**config.mk**
```make
export PLATFORM = sky130hd
export DESIGN_NAME = mem_port_arbiter
export DESIGN_NICKNAME = d
export VERILOG_FILES = /design/src/rtl/mem_port_arbiter.sv
export SDC_FILE = /design/constraint.sdc
export NUM_CORES = 1
export LEC_CHECK = 0
export CORE_AREA = 2 2 79 81
export DETAILED_ROUTE_END_ITERATION = 12
export DIE_AREA = 0 0 81 83
export DONT_BUFFER_PORTS = 1
export PLACE_DENSITY = 0.57
export SYNTH_ARGS = -nofsm -noshare
export SYNTH_HDL_FRONTEND = slang
export SYNTH_SLANG_ARGS = --single-unit
```
**constraint.sdc**
```tcl
create_clock -name clk -period 4.3 [get_ports clk]
set_input_delay 0.43 -clock clk [delete_from_list [all_inputs] [get_ports clk]]
set_output_delay 0.43 -clock clk [all_outputs]
set_load 0.005 [all_outputs]
```
**src/rtl/mem_port_arbiter.sv**
```systemverilog
// Shares one byte-addressable data memory port between instruction fetch and load/store.
// Data side has priority; a starvation counter forces a fetch grant after a run of data grants.
module mem_port_arbiter #(
    parameter int unsigned ADDR_W       = 8,
    parameter int unsigned STARVE_LIMIT = 4
) (
    input  logic              clk,
    input  logic              rst,
    input  logic              if_req,
    input  logic [ADDR_W-1:0] if_addr,
    output logic              if_gnt,
    output logic              if_rvalid,
    output logic [31:0]       if_rdata,
    output logic              if_err,
    input  logic              d_req,
    input  logic              d_we,
    input  logic [2:0]        d_func3,
    input  logic [ADDR_W-1:0] d_addr,
    input  logic [31:0]       d_wdata,
    output logic              d_gnt,
    output logic              d_rvalid,
    output logic [31:0]       d_rdata,
    output logic              d_err,
    output logic              mem_read,
    output logic              mem_write,
    output logic [ADDR_W-1:0] mem_addr,
    output logic [2:0]        mem_func3,
    output logic [31:0]       mem_wdata,
    input  logic [31:0]       mem_rdata
);

    localparam int unsigned StreakW = $clog2(STARVE_LIMIT + 1);

    typedef enum logic [1:0] {OwnNone, OwnIf, OwnData} owner_e;

    owner_e              owner_q, owner_d;
    logic [StreakW-1:0]  streak_q, streak_d;
    logic                err_q, err_d;
    logic [31:0]         rdata_q, rdata_d;

    logic starved;
    logic if_legal;
    logic d_f3_ok;
    logic d_align_ok;
    logic d_legal;

    assign starved = (streak_q == StreakW'(STARVE_LIMIT));

    // Fetch only wins a contested cycle once the data side has starved it.
    assign if_gnt = if_req & (~d_req | starved);
    assign d_gnt  = d_req & ~if_gnt;

    assign if_legal = (if_addr[1:0] == 2'b00);

    always_comb begin
        d_f3_ok    = 1'b0;
        d_align_ok = 1'b1;
        case (d_func3)
            3'b000, 3'b001, 3'b010: d_f3_ok = 1'b1;
            3'b100, 3'b101:         d_f3_ok = ~d_we;
            default:                d_f3_ok = 1'b0;
        endcase
        case (d_func3)
            3'b010:         d_align_ok = (d_addr[1:0] == 2'b00);
            3'b001, 3'b101: d_align_ok = ~d_addr[0];
            default:        d_align_ok = 1'b1;
        endcase
    end

    assign d_legal = d_f3_ok & d_align_ok;

    // Illegal requests are granted but never reach the memory.
    always_comb begin
        mem_read  = 1'b0;
        mem_write = 1'b0;
        mem_addr  = '0;
        mem_func3 = 3'b000;
        mem_wdata = 32'h0;
        if (if_gnt && if_legal) begin
            mem_read  = 1'b1;
            mem_addr  = if_addr;
            mem_func3 = 3'b010;
        end else if (d_gnt && d_legal) begin
            mem_read  = ~d_we;
            mem_write = d_we;
            mem_addr  = d_addr;
            mem_func3 = d_func3;
            mem_wdata = d_we ? d_wdata : 32'h0;
        end
    end

    always_comb begin
        owner_d = OwnNone;
        err_d   = 1'b0;
        rdata_d = 32'h0;
        if (if_gnt) begin
            owner_d = OwnIf;
            err_d   = ~if_legal;
            rdata_d = if_legal ? mem_rdata : 32'h0;
        end else if (d_gnt) begin
            owner_d = OwnData;
            err_d   = ~d_legal;
            rdata_d = (d_legal && !d_we) ? mem_rdata : 32'h0;
        end
    end

    always_comb begin
        streak_d = streak_q;
        if (!if_req || if_gnt) begin
            streak_d = '0;
        end else if (d_gnt && !starved) begin
            streak_d = streak_q + StreakW'(1);
        end
    end

    always_ff @(posedge clk or posedge rst) begin
        if (rst) begin
            owner_q  <= OwnNone;
            streak_q <= '0;
            err_q    <= 1'b0;
            rdata_q  <= 32'h0;
        end else begin
            owner_q  <= owner_d;
            streak_q <= streak_d;
            err_q    <= err_d;
            rdata_q  <= rdata_d;
        end
    end

    assign if_rvalid = (owner_q == OwnIf);
    assign if_err    = if_rvalid & err_q;
    assign if_rdata  = if_rvalid ? rdata_q : 32'h0;
    assign d_rvalid  = (owner_q == OwnData);
    assign d_err     = d_rvalid & err_q;
    assign d_rdata   = d_rvalid ? rdata_q : 32'h0;

endmodule

```
==> key figures <==
Status
  – Status: completed

Flow run
  – # Max-Cap Violations: 0

Setup path
  – CP Max Fanout: 44
  – WS Path Type: reg2out
  – WP data required: roughly 3.9 ns
  – Critical Path Source Type: flop
  – CP arrival: around 2.4 ns
  – Crit. End Element: output pin

Synth
  – Sequential area share after synthesis: 42.39%
  – Synthesized area per cell: ~9.8 um^2
  – EDFF count, synth: 0
  – Post-synth cell types: 26
  – Synthesized Nets: 319
  – Mapped Area: about 2200 um^2
  – Async SR Flop Fraction: 100.0%
  – Top cell type's share of synthesized area: 42.39%
  – Synth Instances: approximately 230
  – Synthesized flop and latch total: 38
  – Main synth FF type: dfrtp_1
  – Area leader, netlist: dfrtp_1
  – Ys Warns: 0
  – Top cells by area, synth: dfrtp_1 42%, and2_1 20%, and3_1 9.5%

Floorplanning
  – Top Ports: 203
  – DIE AREA: 6723 um^2
  – Core area: 5816 um^2
  – Starting density of the core: 38.58%
  – Die width: 81 um
  – Die Height: 83 um
  – Rows: 28

STA
  – Fmax achieved: 350.4 MHz
  – Max Slew Vio Count: 0
  – Tmin final: ~2.9 ns
  – Clock skew: 0.003330 ns
  – Final hold violations: 0
  – # setup viols final: 0
  – Slew @ Worst Pin: 1.166 ns
  – Unrepaired setup endpoints after global routing: no
  – Final period utilization: roughly two thirds
  – Hold_ws: 0.1525 ns
  – Slew headroom: between 20% and 30%
  – Setup TNS: 0 ns

Clocking
  – Clock root cell: clkbuf_8
  – Num CTS Buffers: 5
  – Clk_lat worst skew: approximately 0.28 ns
  – Postcts setup bufs: 0
  – CTS tree: built
  – CTS clock-pin slew for the worst setup and hold paths: approximately 0.070 ns
  – H-tree Lvls: 2
  – CTS resizes: 0
  – Clock buffer depth: 2
  – Hold-fix buffers, CTS: 0
  – Clock sink total: 38

Place
  – Detail Placement HPWL: 4678 um
  – Port-buffer cells: 0
  – GPL Wtd Cong: 0.8943

Layout
  – Most frequent cells in the layout: 71 x and2_1, 38 x dfrtp_1, 34 x and3_1
  – Antenna diode count: 0
  – Leading cell type in the layout, fill and taps excluded: and2_1
  – Fraction of layout cells with a size suffix above 1: 12.39%
  – Area Overhead vs Synth: 4.740%
  – Nets: 309

Drt
  – Initial DRC Count: 46
  – Post-route ant nets: 0
  – Initial DRT Pass Iterations: 4
  – Via Count: 1,638
  – Drt total wl: 5897 um
  – WL/cell: 20.13 um
  – DRC: 0
  – Avg Vias per Cell: 5.590

Global route
  – GRT Util Overall: 16.70%
  – Global-route wire length before repair: 8369 um
  – Vias in the first global route: approximately 1,500
  – GRT Residual Overflow: 0
  – Antenna violations before repair: 0
  – Largest net degree at the start of global routing: 45

Pwr
  – PwrDens: 290.0 nW/um^2
  – VDD IR max: 0.1158 mV
  – Leakage: 1.186 nW

Worst hold path
  – Worst Hold Class: in2async
## power by group
group / switching, mW / internal, mW
Combinational: 0.0456 / 0.0288
Clock: 0.107 / 0.123
Sequential: 0.00597 / 0.371
## critical path, cell delays in order (launching register included)
cell and delay (ns):
dfrtp_1 0.38, inv_1 0.05, ha_1 0.23, and3_1 0.21, a211oi_4 0.91, and3_1 0.36
## per-layer routing
metal	part of all wire, %	GRT usage [%]	vias to the layer above
li1	-	-	745
met1	33	15.56	765
met2	56	33.21	123
met3	9.6	5.326	5
met4	1.1	4.622	0
met5	0	0	-
## kinds of logic (layout without fill, tap and decap cells)
logic type	count (synthesis)	in the layout	share of synthesized area, %
AND/OR/NAND/NOR	120	120	33.02
AO/OA/AOI/OAI	43	43	17.57
flip-flops	38	38	42.39
buffers and inverters	24	13	5.019
adder cells (fa/ha/maj)	2	2	1.115
multiplexers	2	2	0.8924
## synthesized netlist by cell type, drive strengths merged, types with 2 or more instances
master,number
a21boi,32
a22o,6
and2,72
and3,34
buf,5
clkbuf,15
dfrtp,38
ha,2
inv,4
mux2i,2
nand2,3
nand3,2
nor2,4
nor2b,2
## path summary, 6_finish.rpt
path                             start       endpoint  slack, ns  depth (start not counted)
setup / recovery           streak_q[0]  mem_wdata[19]       1.45                          5
hold / removal                     rst     rdata_q[1]       0.15                          2
setup reg to reg           streak_q[0]    rdata_q[31]       2.25                          6
hold reg to reg            streak_q[0]    streak_q[0]       0.48                          1
max in group asynchronous          rst     rdata_q[4]       3.82                          2
min in group clk                 d_req    streak_q[2]       0.29                          2
## final cells by class
cell class	instances	area (um^2)
Timing Repair Buffer	3	22.52
Inverter	4	15.01
Tap cell	75	93.84
Clock buffer	6	82.58
Fill cell	579	3466
Multi-Input combinational cell	167	1185
Sequential cell	38	950.9
## stage by stage
step	util, %	area [um^2]	power, mW	instances	worst slack (ns)
after floorplan	-	2243	0.4481	229	2.102
after global placement	38.98	2267	0.4585	287	1.596
after detailed placement	38.98	2267	0.4605	287	1.550
after CTS	40.40	2350	0.6940	293	1.458
after global routing	40.40	2350	0.7209	293	1.275
final	40.40	2350	0.6814	293	1.446
## state kept, by name (all words and copies together), names as in the netlist
signal,flops
err_q,1
owner_q,2
rdata_q,32
streak_q,3
Note: power is estimated with default switching activity, not from simulation.
